==> config.mk <==
export PLATFORM = sky130hd
export DESIGN_NAME = spi_word_sequencer_flat
export DESIGN_NICKNAME = d
export VERILOG_FILES = /design/src/rtl/spi_word_sequencer_if.sv /design/src/rtl/spi_word_sequencer.sv /design/src/flat_wrapper.sv
export SDC_FILE = /design/constraint.sdc
export NUM_CORES = 1
export LEC_CHECK = 0
export CAP_MARGIN = 20
export CORE_AREA = 2 2 141 143
export DETAILED_ROUTE_END_ITERATION = 12
export DIE_AREA = 0 0 143 145
export DONT_BUFFER_PORTS = 1
export MAX_ROUTING_LAYER = met4
export PLACE_DENSITY_LB_ADDON = 0.3
export SLEW_MARGIN = 25
export SYNTH_ARGS = -nofsm -noshare
export SYNTH_HDL_FRONTEND = slang
export SYNTH_SLANG_ARGS = --single-unit
==> constraint.sdc <==
create_clock -name clk -period 9.1 [get_ports clk]
set_input_delay 1.365 -clock clk [delete_from_list [all_inputs] [get_ports clk]]
set_output_delay 1.365 -clock clk [all_outputs]
set_load 0.01 [all_outputs]
==> src/rtl/spi_word_sequencer_if.sv <==
// Word-level link between spi_word_sequencer (master modport) and the SPI master word engine.
interface spi_word_sequencer_if #(
   parameter int unsigned WORD_W = 16
) ();
   logic              start;
   logic [WORD_W-1:0] d_tx;
   logic              ready;
   logic [WORD_W-1:0] d_rx;

   modport master (output start, output d_tx, input ready, input d_rx);
   modport slave  (input start, input d_tx, output ready, output d_rx);
endinterface

==> src/rtl/spi_word_sequencer.sv <==
// Buffers host TX words, issues one SPI master transaction per word and captures RX words.
// Optional watchdog on the master's ready pulse is enabled by defining SPI_SEQ_TIMEOUT_EN.
module spi_word_sequencer #(
   parameter int unsigned DEPTH_LOG2     = 3,
   parameter int unsigned WORD_W         = 16,
   parameter int unsigned GAP_CYCLES     = 8,
   parameter int unsigned TIMEOUT_CYCLES = 4096
) (
   input  logic                  clk,
   input  logic                  reset,
   input  logic                  wr_en,
   input  logic [WORD_W-1:0]     wr_data,
   output logic                  tx_full,
   output logic [DEPTH_LOG2:0]   tx_level,
   output logic                  wr_drop,
   input  logic                  rd_en,
   output logic [WORD_W-1:0]     rd_data,
   output logic                  rx_empty,
   output logic [DEPTH_LOG2:0]   rx_level,
   spi_word_sequencer_if.master  spi,
   output logic                  busy,
   output logic                  timeout
);
   localparam int unsigned           Depth   = 1 << DEPTH_LOG2;
   localparam int unsigned           LvlW    = DEPTH_LOG2 + 1;
   localparam logic [LvlW-1:0]       LvlFull = LvlW'(Depth);
   localparam logic [LvlW-1:0]       LvlOne  = LvlW'(1);
   localparam logic [DEPTH_LOG2-1:0] PtrOne  = DEPTH_LOG2'(1);
   localparam logic [7:0]            GapLoad = 8'(GAP_CYCLES);

   if (GAP_CYCLES > 255 || TIMEOUT_CYCLES == 0) begin : g_bad_params
      $error("spi_word_sequencer: GAP_CYCLES must be 0..255, TIMEOUT_CYCLES nonzero");
   end

   typedef enum logic [1:0] {StIdle, StWaitRdy, StGap} state_e;

   state_e                state_q, state_d;
   logic [7:0]            gap_q, gap_d;
   logic [WORD_W-1:0]     d_tx_q, d_tx_d;
   logic                  ready_prev_q;
   logic                  wr_drop_q, wr_drop_d;

   logic [WORD_W-1:0]     tx_mem_q [Depth];
   logic [DEPTH_LOG2-1:0] tx_wr_ptr_q, tx_wr_ptr_d, tx_rd_ptr_q, tx_rd_ptr_d;
   logic [LvlW-1:0]       tx_level_q, tx_level_d;

   logic [WORD_W-1:0]     rx_mem_q [Depth];
   logic [DEPTH_LOG2-1:0] rx_wr_ptr_q, rx_wr_ptr_d, rx_rd_ptr_q, rx_rd_ptr_d;
   logic [LvlW-1:0]       rx_level_q, rx_level_d;

   logic tx_push, tx_pop, rx_push, rx_pop, rx_full;
   logic ready_rise, to_expire, can_start;

   assign tx_full    = (tx_level_q == LvlFull);
   assign rx_full    = (rx_level_q == LvlFull);
   assign rx_empty   = (rx_level_q == '0);
   assign ready_rise = spi.ready & ~ready_prev_q;
   // A full RX FIFO holds off new transactions so a received word always has a slot.
   assign can_start  = (state_q == StIdle) && (tx_level_q != '0) && !rx_full && !reset;

   always_comb begin
      state_d = state_q;
      gap_d   = gap_q;
      d_tx_d  = d_tx_q;
      tx_pop  = 1'b0;
      rx_push = 1'b0;
      unique case (state_q)
         StIdle: begin
            if (can_start) begin
               tx_pop  = 1'b1;
               d_tx_d  = tx_mem_q[tx_rd_ptr_q];
               state_d = StWaitRdy;
            end
         end
         StWaitRdy: begin
            if (ready_rise) begin
               rx_push = 1'b1;
               gap_d   = GapLoad;
               state_d = StGap;
            end else if (to_expire) begin
               gap_d   = GapLoad;
               state_d = StGap;
            end
         end
         StGap: begin
            if (gap_q == '0) state_d = StIdle;
            else             gap_d   = gap_q - 8'd1;
         end
         default: state_d = StIdle;
      endcase
   end

   always_comb begin
      tx_push     = wr_en && !tx_full;
      wr_drop_d   = wr_en && tx_full;
      tx_wr_ptr_d = tx_wr_ptr_q;
      tx_rd_ptr_d = tx_rd_ptr_q;
      tx_level_d  = tx_level_q;
      if (tx_push) tx_wr_ptr_d = tx_wr_ptr_q + PtrOne;
      if (tx_pop)  tx_rd_ptr_d = tx_rd_ptr_q + PtrOne;
      if (tx_push && !tx_pop)      tx_level_d = tx_level_q + LvlOne;
      else if (!tx_push && tx_pop) tx_level_d = tx_level_q - LvlOne;
   end

   always_comb begin
      rx_pop      = rd_en && !rx_empty;
      rx_wr_ptr_d = rx_wr_ptr_q;
      rx_rd_ptr_d = rx_rd_ptr_q;
      rx_level_d  = rx_level_q;
      if (rx_push) rx_wr_ptr_d = rx_wr_ptr_q + PtrOne;
      if (rx_pop)  rx_rd_ptr_d = rx_rd_ptr_q + PtrOne;
      if (rx_push && !rx_pop)      rx_level_d = rx_level_q + LvlOne;
      else if (!rx_push && rx_pop) rx_level_d = rx_level_q - LvlOne;
   end

   always_ff @(posedge clk) begin
      if (tx_push) tx_mem_q[tx_wr_ptr_q] <= wr_data;
      if (rx_push) rx_mem_q[rx_wr_ptr_q] <= spi.d_rx;
   end

   always_ff @(posedge clk) begin
      if (reset) begin
         state_q      <= StIdle;
         gap_q        <= '0;
         d_tx_q       <= '0;
         ready_prev_q <= 1'b0;
         wr_drop_q    <= 1'b0;
         tx_wr_ptr_q  <= '0;
         tx_rd_ptr_q  <= '0;
         tx_level_q   <= '0;
         rx_wr_ptr_q  <= '0;
         rx_rd_ptr_q  <= '0;
         rx_level_q   <= '0;
      end else begin
         state_q      <= state_d;
         gap_q        <= gap_d;
         d_tx_q       <= d_tx_d;
         ready_prev_q <= spi.ready;
         wr_drop_q    <= wr_drop_d;
         tx_wr_ptr_q  <= tx_wr_ptr_d;
         tx_rd_ptr_q  <= tx_rd_ptr_d;
         tx_level_q   <= tx_level_d;
         rx_wr_ptr_q  <= rx_wr_ptr_d;
         rx_rd_ptr_q  <= rx_rd_ptr_d;
         rx_level_q   <= rx_level_d;
      end
   end

`ifdef SPI_SEQ_TIMEOUT_EN
   localparam int unsigned    ToW    = $clog2(TIMEOUT_CYCLES + 1);
   localparam logic [ToW-1:0] ToLast = ToW'(TIMEOUT_CYCLES - 1);
   localparam logic [ToW-1:0] ToOne  = ToW'(1);

   logic [ToW-1:0] to_cnt_q, to_cnt_d;
   logic           timeout_q, timeout_d;

   always_comb begin
      to_cnt_d  = '0;
      timeout_d = timeout_q;
      to_expire = 1'b0;
      if (state_q == StWaitRdy && !ready_rise) begin
         if (to_cnt_q == ToLast) begin
            to_expire = 1'b1;
            timeout_d = 1'b1;
         end else begin
            to_cnt_d = to_cnt_q + ToOne;
         end
      end
   end

   always_ff @(posedge clk) begin
      if (reset) begin
         to_cnt_q  <= '0;
         timeout_q <= 1'b0;
      end else begin
         to_cnt_q  <= to_cnt_d;
         timeout_q <= timeout_d;
      end
   end

   assign timeout = timeout_q;
`else
   assign to_expire = 1'b0;
   assign timeout   = 1'b0;
`endif

   assign tx_level  = tx_level_q;
   assign rx_level  = rx_level_q;
   assign wr_drop   = wr_drop_q;
   assign rd_data   = rx_empty ? '0 : rx_mem_q[rx_rd_ptr_q];
   // The popped word is presented in the start cycle itself, then held from d_tx_q.
   assign spi.start = can_start;
   assign spi.d_tx  = can_start ? tx_mem_q[tx_rd_ptr_q] : d_tx_q;
   assign busy      = (state_q != StIdle) || can_start;
endmodule
==> src/flat_wrapper.sv <==
// flat-port wrapper written by rule: the top's interface ports become plain ports
module spi_word_sequencer_flat 
#(
   parameter int unsigned DEPTH_LOG2     = 3,
   parameter int unsigned WORD_W         = 16,
   parameter int unsigned GAP_CYCLES     = 8,
   parameter int unsigned TIMEOUT_CYCLES = 4096
)
  (clk, reset, wr_en, wr_data, tx_full, tx_level, wr_drop, rd_en, rd_data, rx_empty, rx_level, busy, timeout, spi_start, spi_d_tx, spi_ready, spi_d_rx);
  spi_word_sequencer_if #(.WORD_W(WORD_W)) spi_i ();
  input  logic clk;
  input  logic reset;
  input  logic wr_en;
  input  logic [WORD_W-1:0] wr_data;
  output logic tx_full;
  output logic [DEPTH_LOG2:0] tx_level;
  output logic wr_drop;
  input  logic rd_en;
  output logic [WORD_W-1:0] rd_data;
  output logic rx_empty;
  output logic [DEPTH_LOG2:0] rx_level;
  output logic busy;
  output logic timeout;
  output wire logic [$bits(spi_i.start)-1:0] spi_start;
  output wire logic [$bits(spi_i.d_tx)-1:0] spi_d_tx;
  input wire logic [$bits(spi_i.ready)-1:0] spi_ready;
  input wire logic [$bits(spi_i.d_rx)-1:0] spi_d_rx;
  assign spi_start = spi_i.start;
  assign spi_d_tx = spi_i.d_tx;
  assign spi_i.ready = spi_ready;
  assign spi_i.d_rx = spi_d_rx;
  spi_word_sequencer #(.DEPTH_LOG2(DEPTH_LOG2), .WORD_W(WORD_W), .GAP_CYCLES(GAP_CYCLES), .TIMEOUT_CYCLES(TIMEOUT_CYCLES)) u_core (.clk(clk), .reset(reset), .wr_en(wr_en), .wr_data(wr_data), .tx_full(tx_full), .tx_level(tx_level), .wr_drop(wr_drop), .rd_en(rd_en), .rd_data(rd_data), .rx_empty(rx_empty), .rx_level(rx_level), .spi(spi_i), .busy(busy), .timeout(timeout));
endmodule
# Word-level counts from Yosys, hierarchy flattened
# Memory sizes are Yosys's and may differ from the RTL's. A register that Yosys moved wholly into a read port is not among the register bits.
# Cells that the tools add are included.
[classes]
addsub = 9
n_eq_ne = 8
n_mux = 25
n_bitwise = 2
n_reduce_logical = 29
[op_table]
columns = ["op", "n"]
rows = [
  ["16-bit two-way mux", 2],
  ["4-bit two-way mux", 4],
  ["8-bit two-way mux", 2],
  ["8-bit case mux with 2 select lines", 1],
  ["3-bit by 1-bit adder with 3-bit output (second input constant)", 4],
  ["3-bit two-way mux", 4],
  ["1-bit logical AND", 10],
  ["4-bit by 1-bit adder with 4-bit output (second input constant)", 2],
  ["4-bit == test (second input constant)", 2],
  ["1-bit logical NOT", 8],
  ["8-bit logical NOT", 1],
  ["1-bit two-way mux", 8],
  ["2-bit nonzero test", 4],
  ["4-bit by 1-bit subtractor with 4-bit output (second input constant)", 2],
  ["8-bit by 1-bit subtractor with 8-bit output (second input constant)", 1],
  ["2-bit two-way mux", 3],
  ["2-bit by 1-bit != test with 1-bit output (second input constant)", 3],
  ["2-bit case mux with 3 select lines", 1],
  ["3-bit AND reduction", 2],
  ["4-bit logical NOT", 1],
  ["4-bit nonzero test", 1],
  ["2-bit by 1-bit == test with 1-bit output (second input constant)", 1],
  ["2-bit == test (second input constant)", 1],
  ["2-bit logical NOT", 1],
  ["other kinds (4)", 4],
]
[word_totals]
reg_bits = 48
ramBits = 256
word_cells = 86
memories = 2
[mem_list]
columns = ["memory", "words", "word_bits", "read_ports", "rd_clocked_by_memory_dff", "wr", "line", "text"]
rows = [
  ["u_core.rx_mem_q", 8, 16, 1, 1, 1, "spi_word_sequencer.sv:47", "logic [WORD_W-1:0] rx_mem_q [Depth];"],
  ["u_core.tx_mem_q", 8, 16, 1, 1, 1, "spi_word_sequencer.sv:43", "logic [WORD_W-1:0] tx_mem_q [Depth];"],
]

# Longest topological paths before layout
# Gate-level depths: netlist (run 1).
[depth]
word_depth = 9
ltp_mapped = 11
ltp_nobuf = 10

# Worst setup path after synthesis (run 1)
# No wires, ideal clock.
[synth_path]
path_kind = "input-to-output"
from = "in reset"
to = "out spi_d_tx[0]"
arrival_time_ps = 2368
required_ps = 7735
slack_ps = 5367
cell_stages = 6
n_path_buf = 1
path_cell_list = "nor3_1 nand2_1 inv_1 clkbuf_1 nor2_1 nor2_1"
[synth_between]
elab_chain_len = 3
[synth_rtl]
columns = ["item", "line", "text"]
rows = [
  ["start: declaration", "flat_wrapper.sv:12", "input logic reset;"],
  ["1-bit logical NOT", "spi_word_sequencer.sv:59", "assign can_start = (state_q == StIdle) && (tx_level_q != '0) && !rx_full && !reset;"],
  ["1-bit logical AND", "spi_word_sequencer.sv:59", ""],
  ["named net spi_start", "flat_wrapper.sv:24", "output wire logic [$bits(spi_i.start)-1:0] spi_start;"],
  ["16-bit two-way mux", "spi_word_sequencer.sv:193", "assign spi.d_tx = can_start ? tx_mem_q[tx_rd_ptr_q] : d_tx_q;"],
  ["end: declaration", "flat_wrapper.sv:25", "output wire logic [$bits(spi_i.d_tx)-1:0] spi_d_tx;"],
]
# The timed path passes the listed nets, and every way through them passes these cells.

# Worst setup path after layout (run 1)
[layout_path]
from = "in reset"
to = "out spi_d_tx[10]"
# The elaborated chain is that of the path after synthesis.

==> results of run 1 <==
## area by class of cell
| type | instances | area share |
|---|---|---|
| Clock buffer | 48 | 0.06381 |
| Clock inverter | 6 | 0.005157 |
| Inverter | 12 | 0.003315 |
| Multi-Input combinational cell | 341 | 0.2483 |
| Sequential cell | 310 | 0.6460 |
| Tap cell | 265 | 0.02440 |
| Timing Repair Buffer | 15 | 0.009116 |
## sequential cells by signal, summed over array words and instances (netlist names), 2 cells and up, named ones only
signal / count
u_core.tx_rd_ptr_q: 3
u_core.tx_level: 4
u_core.rx_wr_ptr_q: 3
u_core.gap_q: 8
u_core.state_q: 2
u_core.d_tx_q: 16
u_core.rx_mem_q: 128
u_core.rx_level: 4
u_core.tx_mem_q: 128
u_core.rx_rd_ptr_q: 3
u_core.tx_wr_ptr_q: 3
## power by group
part / internal, uW / leakage [uW] / switching (uW) / total [uW]
registers: 1660 / 0.00276 / 130 / 1790
logic: 403 / 0.00114 / 474 / 878
clock network: 678 / 0.000455 / 488 / 1170
total: 2740 / 0.00435 / 1090 / 3830
## Yosys cell counts (2+ instances only)
master and count:
mux2_2 4, mux2i_1 41, o211ai_1 2, or3_2 3, xnor2_1 3, nor2_1 83, or4_1 4, fa_1 2
clkbuf_1 20, inv_1 12, nor4_1 3, buf_4 2, or4b_2 2, nor2b_1 5, edfxtp_1 256, and2_1 15
nand2b_1 14, nand2_1 9, a21o_1 2, o21ai_0 4, mux4_2 64, xor2_1 7, ha_1 16, o31ai_1 3
buf_2 8, nand3_1 4, nor3_1 24, a21oi_1 13, dfxtp_1 54, buf_1 3
## kinds of logic after synthesis
group,synth area share
buf+inv,0.01523
compound gates,0.01503
flops,0.7164
simple gates,0.07125
mux,0.1550
fa+ha+maj,0.01963
xor+xnor,0.007156
other cells,0.0003064
## critical path, delay by kind of cell
kind | cells | cell delay (ns)
buffers and inverters | 1 | 0.46
and+or+nand+nor | 4 | 0.76
## final timing paths
path | startpoint | endpoint | slack, ns | cells after the start
setup reg to reg | u_core.tx_level[0]$_SDFFE_PP0P_ | u_core.tx_level[3]$_SDFFE_PP0P_ | 5.79 | 10
setup / recovery | reset | spi_d_tx[10] | 5.12 | 5
hold reg to reg | u_core.tx_rd_ptr_q[2]$_SDFFE_PP0P_ | flip-flop | 0.49 | 1
hold / removal | u_core.tx_rd_ptr_q[2]$_SDFFE_PP0P_ | flip-flop | 0.49 | 1
## placed cells by master (no fill, tap or decap), types with 14 or more instances in the layout
master | Yosys | layout
nor2_1 | 83 | 83
mux2i_1 | 41 | 41
nand2b_1 | 14 | 14
ha_1 | 16 | 16
edfxtp_1 | 256 | 256
and2_1 | 15 | 15
clkbuf_16 | 0 | 29
dfxtp_1 | 54 | 49
nor3_1 | 24 | 18
mux4_2 | 64 | 64
## per-stage QoR
stage	worst slack (ns)	util	instance area [um2]	power, uW	std cells
after global routing	4.967	0.7074	13590	4000	997
final	5.124	0.7074	13590	3832	997
after floorplan	5.367	-	12240	2491	696
after global placement	4.920	0.6567	12610	2640	941
after detailed placement	4.774	0.6573	12620	2696	941
after CTS	4.773	0.7061	13560	3862	995
## metal layers
metal | GRT usage | routed length, um | part of all wire | vias to the layer above
met1 | 0.2737 | 8860 | 0.40 | 3067
met4 | 0.05396 | 297 | 0.013 | 0
li1 | - | - | - | 2715
met3 | 0.05281 | 1387 | 0.062 | 29
met2 | 0.3900 | 11810 | 0.53 | 151
met5 | - | 0 | 0 | -
==> flow_summary_export.csv, run 1 <==
group,metric,value,unit
yosys,postSynthCellCount,696,
yosys,synth.largest_area_cell,"edfxtp_1",
critical_path,worstPathArrival,2.61,ns
critical_path,path_max_fanout,51,
critical_path,crit_required,7.74,ns
sta,tightestPinTransition,1.003,ns
critical_path,path_common_cell,"nor2_1",
clocking,htree_levels,1,
sta,grt_setup_unrepaired,"no",
routing,route.detailed.drc,0,
yosys,ys_ff_latch,310,
floorplan,die_width,143,um
routing,dr.first_iter.drc_count,351,
yosys,async_flop_share,0,
place,gp_congestion,0.7780,
routing,routed_via_density,5.980,
sta,timing.hold.ws,0.4883,ns
global_route,grt_pass1_wl,34510,um
power_and_ir_drop,ir_drop,206.7,uV
yosys,ys_seq_area_frac,0.7164,
sta,final_hold_viol_count,0,
finish,fillers,1162,
sta,fmax,251.5,MHz
yosys,synth_ff_type,"edfxtp_1",
flow_run,drv_cap,0,
critical_path,cp_slowest_cell,"inv_2",
yosys,synth_edf_count,256,
finish,area_growth_syn_to_layout,11.02,%
clocking,post_cts_buffers,0,
floorplan,rows,51,
floorplan,floorplan.initialDensity,0.6372,
finish,multi_input_comb_area,3373,um2
power_and_ir_drop,power_leakage,0.004352,uW
yosys,syn_nets,751,
place,port_buffers,0,
floorplan,die_area,20740,um2
floorplan,coreArea,19210,um2
clocking,root_buffer,"clkbuf_16",
yosys,synth_area_per_cell,17.59,um2
clocking,clock_sink_count,310,
clocking,cts_hold_buf,0,
finish,num-nets-final,764,
yosys,synth.top_cell.area_share,0.6281,
critical_path,critPathCaptureType,"output pin",
critical_path,crit_path_max_incr_delay,0.46,ns
power_and_ir_drop,powerDensity,282.0,nW/um2
sta,setup_viol,0,
critical_path,path_cells,"nor3_1 -> nand2_1 -> inv_2 -> nor2_1 -> nor2_1",
sta,period_share,0.4370,
sta,tns,0,ns
yosys,synth_warnings,0,
routing,routedWlPerCell,22.43,um
routing,via_count,5962,
routing,routed_wl,22360,um
critical_path,startpoint_type,"input pin",
global_route,grt_pass1_vias,6242,
finish,drive_above_1_share,0.1995,
floorplan,io_pins,83,
clocking,cts-resized-gates,0,
yosys,yosys.cell_types.count,44,
routing,drtAntennaViolNets,0,
finish,seq_area,8777,um2
sta,slew-limit-headroom,0.3295,
yosys,syn_area,12240,um2
sta,drv_slew,0,
floorplan,die_y,145,um
sta,period_minus_slack,3.976,ns
clocking,cts_buffer_depth,3,
global_route,overflow,0,
clocking,numCtsBuffers,29,
place,hpwl,13360,um
global_route,track_usage,0.2268,
global_route,grt_max_degree,52,
routing,dr.pass1.iters,5,
outcome,status,"finished, final reports clean",
global_route,antenna_found_initial,0,
yosys,synth_area_leaders,"edfxtp_1 (63%), mux4_2 (12%), dfxtp_1 (8.8%), mux2i_1 (3.4%), nor2_1 (2.5%)",
clocking,cts_tree,"done",
sta,skew,0.01401,ns
critical_path,crit_type,"input pin to output pin",
clocking,cts.clk_slew.worst_paths,0.06,ns
worst_hold_path,min_path_type,"flip-flop to flip-flop",
finish,diodes,0,
clocking,insertion_delay,0.56,ns
Power figures use the tool's default switching activity.
==> run 2: changes to the inputs <==
- CORE_AREA: 2 2 141 143 -> 2 2 143 145
- DIE_AREA: 0 0 143 145 -> 0 0 145 147
- clock period: 9.1 -> 4 ns (I/O delays scaled with it)
==> run 2 against run 1 <==
Non-clock buffer count fell by 2. Critical path depth rose by 2. Sequential share of layout area fell by 0.76 points. Critical path type is now flip-flop to output pin. Largest power group unchanged. Highest routed layer unchanged.
==> flow_summary_export.csv, run 2 (synthesis gave the netlist of run 1 again) <==
group,metric,value,unit
outcome,status,"finished, final reports clean",
routing,routedWlPerCell,23.69,um
critical_path,worstPathArrival,2.94,ns
clocking,post_cts_buffers,0,
global_route,track_usage,0.2326,
clocking,cts-resized-gates,0,
floorplan,die_area,21320,um2
sta,skew,0.02241,ns
clocking,root_buffer,"clkbuf_16",
power_and_ir_drop,ir_drop,576.3,uV
clocking,cts.clk_slew.worst_paths,0.06,ns
clocking,htree_levels,1,
global_route,grt_pass1_vias,6333,
routing,drtAntennaViolNets,0,
worst_hold_path,min_path_type,"input pin to flip-flop",
global_route,grt_pass1_wl,36720,um
floorplan,die_y,147,um
critical_path,crit_required,3.40,ns
routing,dr.first_iter.drc_count,434,
flow_run,drv_cap,0,
power_and_ir_drop,power_leakage,0.004390,uW
floorplan,coreArea,19840,um2
place,hpwl,13720,um
sta,period_minus_slack,3.540,ns
floorplan,floorplan.initialDensity,0.6168,
clocking,clock_sink_count,310,
sta,period_share,0.8849,
finish,top_regs,"u_core.rx_mem_q x128, u_core.tx_mem_q x128, u_core.d_tx_q x16",
routing,route.detailed.drc,0,
power_and_ir_drop,powerDensity,655.0,nW/um2
sta,slew-limit-headroom,0.3113,
floorplan,rows,52,
global_route,antenna_found_initial,0,
floorplan,io_pins,83,
sta,fmax,282.5,MHz
global_route,overflow,0,
sta,setup_viol,0,
routing,routed_via_density,6.125,
place,port_buffers,0,
sta,tightestPinTransition,1.032,ns
clocking,insertion_delay,0.55,ns
finish,fillers,1226,
finish,final_common_cell,"edfxtp_1",
clocking,cts_hold_buf,0,
routing,via_count,6131,
sta,final_hold_viol_count,0,
power_and_ir_drop,power,9002,uW
critical_path,critPathCaptureType,"output pin",
finish,area_growth_syn_to_layout,12.30,%
critical_path,crit_type,"flip-flop to output pin",
routing,dr.pass1.iters,7,
sta,grt_setup_unrepaired,"no",
clocking,numCtsBuffers,30,
sta,drv_slew,0,
clocking,cts_buffer_depth,3,
finish,final_cell_mix,"edfxtp_1 (256), nor2_1 (74), mux4_2 (64), dfxtp_1 (50), mux2i_1 (41)",
global_route,grt_max_degree,52,
clocking,cts_tree,"done",
finish,multi_input_comb_area,3426,um2
critical_path,path_max_fanout,25,
finish,drive_above_1_share,0.2161,
sta,tns,0,ns
routing,routed_wl,23710,um
critical_path,startpoint_type,"flip-flop",
finish,num-nets-final,763,
finish,seq_area,8773,um2
floorplan,die_width,145,um
finish,diodes,0,
place,gp_congestion,0.8198,
## run 2: changes by cell type in the layout (fill, tap and decap cells not counted), sizes merged
cell / change
clkinvlp: +3
clkinv: -2
clkbuf: -1
buf: -2
bufinv: +2
inv: -1
## run 2: through the flow
stage	setup WS, ns	util	instances	cell area, um2	hold WS [ns]
finish	0.4603	0.6926	1001	13740	0.1154
global route	0.2320	0.6926	1001	13740	0.1005
CTS	0.3958	0.6896	998	13680	0.09980
detailed placement	0.6949	0.6369	943	12640	0.4572
global placement	0.8069	0.6356	942	12610	0.4372
floorplan	0.9995	-	696	12240	0.4280
## run 2: worst max-delay path: stages (launching register included)
cell,delay [ns]
dfxtp_1,0.52
nor4b_1,0.55
nor3_1,0.11
nand2_1,0.14
inv_1,0.38
buf_4,0.34
and2_1,0.16
nor2_1,0.19
## run 2: worst paths after layout
path | to | start | slack, ns | cells past startpoint
max | spi_d_tx[2] | u_core.rx_level[3]$_SDFFE_PP0P_ | 0.46 | 7
min | u_core.tx_wr_ptr_q[2]$_SDFFE_PP0P_ | reset | 0.12 | 1
max reg2reg | u_core.tx_level[3]$_SDFFE_PP0P_ | u_core.tx_level[0]$_SDFFE_PP0P_ | 0.69 | 10
min reg2reg | flip-flop | u_core.tx_rd_ptr_q[2]$_SDFFE_PP0P_ | 0.46 | 1
## run 2: layout make-up
cell class	instances	area share
repair buffers	13	0.008466
multi-input cells	341	0.2492
well taps	270	0.02458
clock buffers	47	0.06736
flip-flops and latches	310	0.6383
clock inverters	8	0.008739
inverters	12	0.003277
## run 2: routing by layer
| metal | vias up | share of wire | global-route usage |
|---|---|---|---|
| li1 | 2714 | - | - |
| met5 | - | 0 | - |
| met4 | 0 | 0.018 | 0.05099 |
| met1 | 3198 | 0.39 | 0.2916 |
| met2 | 189 | 0.53 | 0.4007 |
| met3 | 30 | 0.059 | 0.04596 |
## run 2: report_power, final
group          total (uW)  leakage, uW  switching [uW]  internal [uW]
logic                2040      0.00113            1090            944
registers            4050      0.00276             279           3770
clock network        2920     0.000501            1150           1770
